===== src/rtl/frame_capture_writer.sv =====
// Packs a grayscale pixel stream two-per-word and writes one frame to SRAM, then pulses match_start.
// Optional build macro BINARIZE_EN thresholds each pixel to 8'h00/8'hFF before packing.
module frame_capture_writer #(
    parameter int IMG_W      = 640,
    parameter int IMG_H      = 480,
    parameter int FIFO_DEPTH = 8,
    parameter int BIN_THRESH = 128
) (
    input  logic        clk,
    input  logic        rst,
    input  logic        cap_req,
    input  logic [19:0] base_addr,
    input  logic        frame_start,
    input  logic        pix_valid,
    input  logic [7:0]  pix_data,
    output logic [19:0] mem_addr,
    output logic [15:0] mem_data,
    output logic        mem_wr,
    input  logic        mem_ready,
    output logic        match_start,
    output logic        busy,
    output logic        overflow
);

    localparam int NPIX = IMG_W * IMG_H;
    localparam int CW   = $clog2(NPIX + 1);
    localparam int AW   = $clog2(FIFO_DEPTH);
    localparam logic [CW-1:0] LAST_PIX = CW'(NPIX - 1);

    typedef enum logic [2:0] {S_IDLE, S_ARMED, S_CAPTURE, S_DRAIN, S_DONE} state_t;
    state_t state, state_nx;

    logic [19:0]   base_lat;
    logic [CW-1:0] pix_cnt;
    logic [CW-1:0] word_idx;
    logic [7:0]    pack_reg;
    logic [7:0]    pix_in;
    logic          push_vld;
    logic [15:0]   push_word;
    logic [19:0]   push_addr;

    logic [15:0]   fifo_data [FIFO_DEPTH];
    logic [19:0]   fifo_addr [FIFO_DEPTH];
    logic [AW-1:0] wr_ptr, rd_ptr, rd_ptr_nx;
    logic [AW:0]   count, count_left, count_nx;
    logic          accept, last_pix, pop, full, push_ok;

    function automatic logic [7:0] pix_xform(input logic [7:0] p);
`ifdef BINARIZE_EN
        return (int'(p) >= BIN_THRESH) ? 8'hFF : 8'h00;
`else
        return p;
`endif
    endfunction

    assign accept      = pix_valid && ((state == S_CAPTURE) || (state == S_ARMED && frame_start));
    assign last_pix    = accept && (pix_cnt == LAST_PIX);
    assign pix_in      = pix_xform(pix_data);
    assign pop         = mem_wr && mem_ready;
    assign full        = (count == (AW+1)'(FIFO_DEPTH));
    // A push into a full FIFO survives only if the head leaves in the same cycle.
    assign push_ok     = push_vld && (!full || pop);
    assign count_left  = count - (AW+1)'(pop);
    assign count_nx    = count_left + (AW+1)'(push_ok);
    assign rd_ptr_nx   = rd_ptr + AW'(pop);
    assign busy        = (state != S_IDLE);
    assign match_start = (state == S_DONE);

    always_comb begin
        state_nx = state;
        case (state)
            S_IDLE:    if (cap_req) state_nx = S_ARMED;
            S_ARMED:   if (frame_start) state_nx = S_CAPTURE;
            S_CAPTURE: if (last_pix) state_nx = S_DRAIN;
            S_DRAIN:   if (!push_vld && (count == '0 || (count == (AW+1)'(1) && pop))) state_nx = S_DONE;
            S_DONE:    state_nx = S_IDLE;
            default:   state_nx = S_IDLE;
        endcase
    end

    always_ff @(posedge clk) begin
        if (push_ok) begin
            fifo_data[wr_ptr] <= push_word;
            fifo_addr[wr_ptr] <= push_addr;
        end
    end

    always_ff @(posedge clk) begin
        if (!rst) begin
            state     <= S_IDLE;
            base_lat  <= '0;
            pix_cnt   <= '0;
            word_idx  <= '0;
            pack_reg  <= '0;
            push_vld  <= 1'b0;
            push_word <= '0;
            push_addr <= '0;
            wr_ptr    <= '0;
            rd_ptr    <= '0;
            count     <= '0;
            mem_wr    <= 1'b0;
            mem_addr  <= '0;
            mem_data  <= '0;
            overflow  <= 1'b0;
        end else begin
            state <= state_nx;
            if (state == S_IDLE && cap_req) begin
                base_lat <= base_addr;
                overflow <= 1'b0;
                pix_cnt  <= '0;
                word_idx <= '0;
            end

            // Pack stage: even pixel waits, odd pixel completes a word for next-cycle push.
            push_vld <= 1'b0;
            if (accept) begin
                pix_cnt <= pix_cnt + 1'b1;
                if (!pix_cnt[0]) begin
                    pack_reg <= pix_in;
                end else begin
                    push_vld  <= 1'b1;
                    push_word <= {pix_in, pack_reg};
                    push_addr <= base_lat + 20'(word_idx);
                    word_idx  <= word_idx + 1'b1;
                end
            end

            // FIFO stage: dropped words still consumed their index above.
            if (push_vld && !push_ok) overflow <= 1'b1;
            if (push_ok) wr_ptr <= wr_ptr + 1'b1;
            rd_ptr <= rd_ptr_nx;
            count  <= count_nx;

            // Output stage: present the post-update head; bypass when it is the word being pushed.
            mem_wr <= (count_nx != '0);
            if (count_left == '0) begin
                mem_data <= push_word;
                mem_addr <= push_addr;
            end else begin
                mem_data <= fifo_data[rd_ptr_nx];
                mem_addr <= fifo_addr[rd_ptr_nx];
            end
        end
    end

endmodule


===== config.mk =====
export PLATFORM = sky130hd
export DESIGN_NAME = frame_capture_writer
export DESIGN_NICKNAME = d
export VERILOG_FILES = /design/src/rtl/frame_capture_writer.sv
export SDC_FILE = /design/constraint.sdc
export NUM_CORES = 1
export LEC_CHECK = 0
export ABC_AREA = 1
export BUFFER_PORTS_ARGS = -buffer_cell sky130_fd_sc_hd__buf_2
export CELL_PAD_IN_SITES_DETAIL_PLACEMENT = 0
export CELL_PAD_IN_SITES_GLOBAL_PLACEMENT = 1
export CORE_UTILIZATION = 53
export DETAILED_ROUTE_END_ITERATION = 10
export PLACE_DENSITY_LB_ADDON = 0.1
export SLEW_MARGIN = 10
export SYNTH_ARGS = -nofsm -noshare
export SYNTH_HDL_FRONTEND = slang
export SYNTH_SLANG_ARGS = --single-unit

===== constraint.sdc =====
create_clock -name clk -period 10.9 [get_ports clk]
set_clock_uncertainty 0.2 [all_clocks]
set_input_delay 3.27 -clock clk [delete_from_list [all_inputs] [get_ports clk]]
set_output_delay 3.27 -clock clk [all_outputs]
set_load 0.02 [all_outputs]

======== Yosys cells after proc, flatten, opt, wreduce, memory -nomap -nowiden ========
Memory sizes are Yosys's and may differ from the RTL's.
Index checks and enable logic that the tools add are counted.
operators by class
  add/subtract/negate cells ............... 7
  equal/unequal tests ..................... 11
  multiplexer cells ....................... 17
  bitwise gates (word level) .............. 1
  reduce and logical (&&, ||, !) cells .... 26
operators by type and width
  cell                   number
  $mux 19                5
  $add 19x1->19 const B  2
  $add 20x19->20         1
  $mux 20                1
  $eq 19x19->1 const B   1
  $mux 16                1
  $mux 3                 4
  $pmux 3 s4             1
  $logic_and 1x1->1      9
  $logic_not 4->1        2
  $ne 2x2->1 const B     4
  $eq 3x2->1 const B     2
  $reduce_and 2->1       3
  $mux 1                 5
  $add 4x1->4            1
  $eq 4x1->1 const B     1
  $eq 4x4->1 const B     1
  $reduce_and 4->1       1
  $reduce_bool 2->1      2
  $reduce_bool 4->1      1
  $sub 4x1->4            1
  $add 3x1->3            1
  $add 3x1->3 const B    1
  $eq 3x1->1 const B     1
  other kinds (6)        10
word-level totals
  bits in registers ....................... 154
  bits in writable memories ............... 288
  input port bits ......................... 34
  output and inout port bits .............. 40
  word-level logic and storage cells ...... 79
  memories ................................ 2
memories
  name       depth  width  rd ports  clocked after memory_dff  write ports  line  RTL
  fifo_addr  8      20     1         0                         1            43    logic [19:0] fifo_addr [FIFO_DEPTH];
  fifo_data  8      16     1         0                         1            42    logic [15:0] fifo_data [FIFO_DEPTH];

======== Depth between registers and ports, before layout ========
  word-level depth ........................ 7
  mapped depth ............................ 13
  mapped depth without buffers ............ 13

======== Worst setup path before layout ========
Ideal clock, no wire load.
  kind .................................... input to register
  from .................................... in mem_ready
  to ...................................... mem fifo_addr[0][0], enable pin
  setup time .............................. 0.429 ns
  arrival time ............................ 5.276 ns
  data required time ...................... 10.271 ns
  slack ................................... 4.995 ns
  cell stages on the path ................. 6
  buffers on the path ..................... 0
  cells stage by stage .................... nand2_1 nand4_1 nand2_1 inv_1 nand2_1 nor2_1
on the way
  longest elaborated chain between the ends .. 5
ends and longest elaborated chain
  what                          line  RTL
  start, declared               19    input logic mem_ready,
  $logic_and 1x1->1             59    assign pop = mem_wr && mem_ready;
  $logic_or 1x1->1              62    assign push_ok = push_vld && (!full || pop);
  $logic_and 1x1->1             62
  named net push_ok             46    logic accept, last_pix, pop, full, push_ok;
  $mux 1                        82    if (push_ok) begin
  $mux 1 (implied by the code)  84    fifo_addr[wr_ptr] <= push_addr;
  end, declared                 43
The timed path passes the listed nets, and every way through them passes these cells.

======== Final worst setup path ========
  from .................................... in mem_ready
  to ...................................... reg mem_data[5]
on the way
  longest elaborated chain between the ends .. 4
  elaborated cells between the ends (all ways) .. 6
  those cells by class .................... add/sub: 2; mux: 1; reduce/logical: 2; memory: 1
ends and longest elaborated chain
  what                    line  RTL
  $logic_and 1x1->1       59
  $add 3x1->3             65    assign rd_ptr_nx = rd_ptr + AW'(pop);
  named net rd_ptr_nx[0]  44    logic [AW-1:0] wr_ptr, rd_ptr, rd_ptr_nx;
  $mem_v2 8x16            n/a
  $mux 16                 136   if (count_left == '0) begin
  end signal, assigned    137   mem_data <= push_word;
  end signal, assigned    140   mem_data <= fifo_data[rd_ptr_nx];
  end, declared           17    output logic [15:0] mem_data,
The timed path passes the listed nets, and every way through them passes these cells.
A chain may end at the register's enable or synchronous reset.

==> results by group <==
STA
  • Final slew viol count: 0
  • Setup TNS: 0 ns
  • Setup violations, final: 0
  • Worst-margin pin slew: about 1.0 ns
  • RSZ-0062 raised after global routing: no
  • Min Tclk post-route: 5.84 ns
  • Final Cycle Share: 53.5%
  • Relative slew slack: 31.9%
  • Hold violation count in the final report: 0
  • Maximum clock frequency: 0.171 GHz

CTS
  • Post-CTS Hold Buffers: 0
  • Root buf cell: clkbuf_16
  • CTS tree: yes
  • Worst skew pair latency: 0.55 ns
  • Clock Sink Count: 442
  • Clk buf depth: 3
  • Clock-pin slew on the worst setup and hold paths: roughly 0.060 ns
  • Total CTS buffers: between 40 and 50
  • H-Tree Depth: 2
  • # resized after CTS: 0
  • Post-CTS Setup Inserts: 0

Place
  • PortBufs: 73
  • HPWL Detailed: 23.7 mm
  • GPL Wtd Cong: around 0.85
  • Number of instances in the placed design: 2233

Synthesis
  • Seq/Total Area, Yosys: 63.8%
  • Syn Inst Count: 1786
  • Synth Warn #: 0
  • FFs w/ async S/R, synth: 0%
  • Ranking of synthesized cells by area: edfxtp_1 (47%), dfxtp_1 (17%), nand2_1 (7.1%)
  • Synth Register Bits: 442
  • Syn Nets: ~1800
  • Yosys top cell area share: 47.1%
  • Mapped Area: about 18000 µm²
  • Biggest area consumer among synthesized cells: edfxtp_1
  • Main flop type after synthesis: edfxtp_1
  • Synth Area per Inst: 10.3 µm²
  • EDFF count, synth: between 200 and 300
  • Synth unique cells: 42

Layout
  • Max FFs per register: 160
  • Register with the most flip-flops: fifo_addr
  • Fin nets: 1896
  • Share of post-route cells with drive strength above 1: 9.36%
  • # fillers: roughly 2800
  • Cell Count, Final, Fillers Out: 2319
  • Area of the multi-input gates: 5910 µm²
  • Area grow syn2layout: 12.0%
  • Register area: 11700 µm²
  • Biggest regs: fifo_addr x160, fifo_data x128

Worst setup path
  • Critical path peak fanout: 80
  • Kind of start point of the critical path: input pin
  • R2R Path Start: mem_wr
  • Crit Reg-Reg Endpoint: mem_data[5]
  • Worst R2R Path Depth: 9
  • Critical path startpoint: mem_ready
  • CP Class: in2reg
  • WP data arrival: 6.08 ns
  • CP Capture Type: register
  • R2r setup slk: 7.56 ns
  • CP required: 11.15 ns

Global route
  • GR Util met2: 39.6%
  • Vias in the first global route: 12353
  • GRT overflow: 0
  • GRT Util Overall: 24.1%
  • Largest net degree at the start of global routing: 95
  • Gr busiest metal: met2
  • Initial antenna violation count: 1
  • First-pass GRT wire length: 66.6 mm
  • Grt met1 use: 33.2%
  • M3 GR Usage: under 10%

Hold path
  • Hold Path Class: reg2reg
  • Hold Crit Depth: 2
  • Hold Crit Start: pack_reg[3]
  • Worst Hold Path EP: pack_reg[3]

Drt
  • Vias per cell: 5.60
  • DRT Wirelength: 42.2 mm
  • Via count: 12977
  • Final ANT Viol Nets: 0
  • WL/cell: between 15 and 20 µm
  • Initial detailed-routing violation count: 826
  • # DRC: 0
  • Drt first pass iters: 7

Run status
  • Status: complete, no violations

Power and ir drop
  • Worst vdd ir: 184 µV
  • Pwr dens: 213 nW/µm²
  • P_leak: 8.11 nW

Floorplanning
  • Core Footprint: around 34000 µm²
  • Die area: 35400 µm²
  • Starting Density: a little over half
  • Num rows: 67
  • I/O Pins: 74
  • Die Y: around 190 µm
  • Horiz. Die Dim: about 190 µm

Run
  • Max_cap viols: 0
## area by class of cell
type	instances	share of cell area, %
timing repair buffer	90	2.41
sequential	442	57.0
inverter	114	2.10
clock inverter	19	0.967
antenna	1	0.0122
clock buffer	66	6.10
tap	448	2.72
multi-input combinational	1139	28.7
## cell families after synthesis
logic type / after synthesis / synth area share (%)
flip-flops: 442 / 63.8
AO/OA/AOI/OAI: 372 / 11.6
AND/OR/NAND/NOR: 690 / 15.5
buffers and inverters: 205 / 4.53
adder cells (fa/ha/maj): 29 / 2.02
XOR/XNOR: 12 / 0.572
multiplexers: 36 / 1.96
## where the power goes
group          leakage, nW  total, W  switching [W]  internal, W
clock network        0.698   0.00151       0.000629     0.000878
logic                 3.08  0.000965       0.000660     0.000305
registers             4.33   0.00191      0.0000507      0.00186
## critical path, cell delays in order
cell and delay, ns:
buf_2 0.09, nand2_1 0.06, inv_1 0.10, ha_4 0.29
buf_4 0.61, buf_4 0.84, o21ai_0 0.20, o22ai_1 0.20
nand2_1 0.07, a31oi_1 0.23
## worst max-delay path by stage
stage               depth (start not counted)              end
finish                                     10      mem_data[5]
global route                               10     mem_addr[17]
CTS                                        10      mem_data[5]
detailed placement                         10      mem_data[5]
global placement                           10      mem_data[3]
floorplan                                   6  fifo_addr[0][0]
## per-layer routing
metal / vias up / wire [µm]
met5: - / 0
met4: 0 / 783
met1: 6220 / 19300
li1: 6365 / -
met3: 63 / 2260
met2: 329 / 19900
## Yosys cell counts, types with 19 or more instances
library cell	n
a31oi_1	37
ha_1	28
nor2_1	218
inv_1	108
buf_2	19
nand3_1	77
clkbuf_1	61
a21oi_1	87
o21ai_0	149
edfxtp_1	288
dfxtp_1	154
o32ai_1	36
nand2_1	347
o22ai_1	38
mux2i_1	36
## per-stage QoR
| step | power [W] | setup WS, ns | hold WS (ns) | area, µm² | utilization [%] |
|---|---|---|---|---|---|
| 4_1_cts | 0.00442 | 5.13 | 0.256 | 20600 | 60.9 |
| 2_1_floorplan | 0.00266 | 4.99 | 0.230 | 18400 | - |
| 3_3_place_gp | 0.00290 | 4.68 | 0.240 | 19100 | 56.6 |
| 3_5_place_dp | 0.00291 | 4.57 | 0.250 | 19100 | 56.6 |
| 6_report | 0.00438 | 5.06 | 0.254 | 20600 | 60.9 |
| 5_1_grt | 0.00460 | 4.82 | 0.283 | 20600 | 60.9 |
## placed cells by master (no fill, tap or decap), types with 36 or more instances in the layout
master,netlist,final
inv_1,108,108
nand2_1,347,347
clkbuf_16,0,46
nand3_1,77,77
buf_2,19,72
a31oi_1,37,37
a21oi_1,87,87
dfxtp_1,154,154
nor2_1,218,210
o22ai_1,38,38
mux2i_1,36,36
o21ai_0,149,149
o32ai_1,36,36
edfxtp_1,288,288
Note: power is estimated with default switching activity, not from simulation.
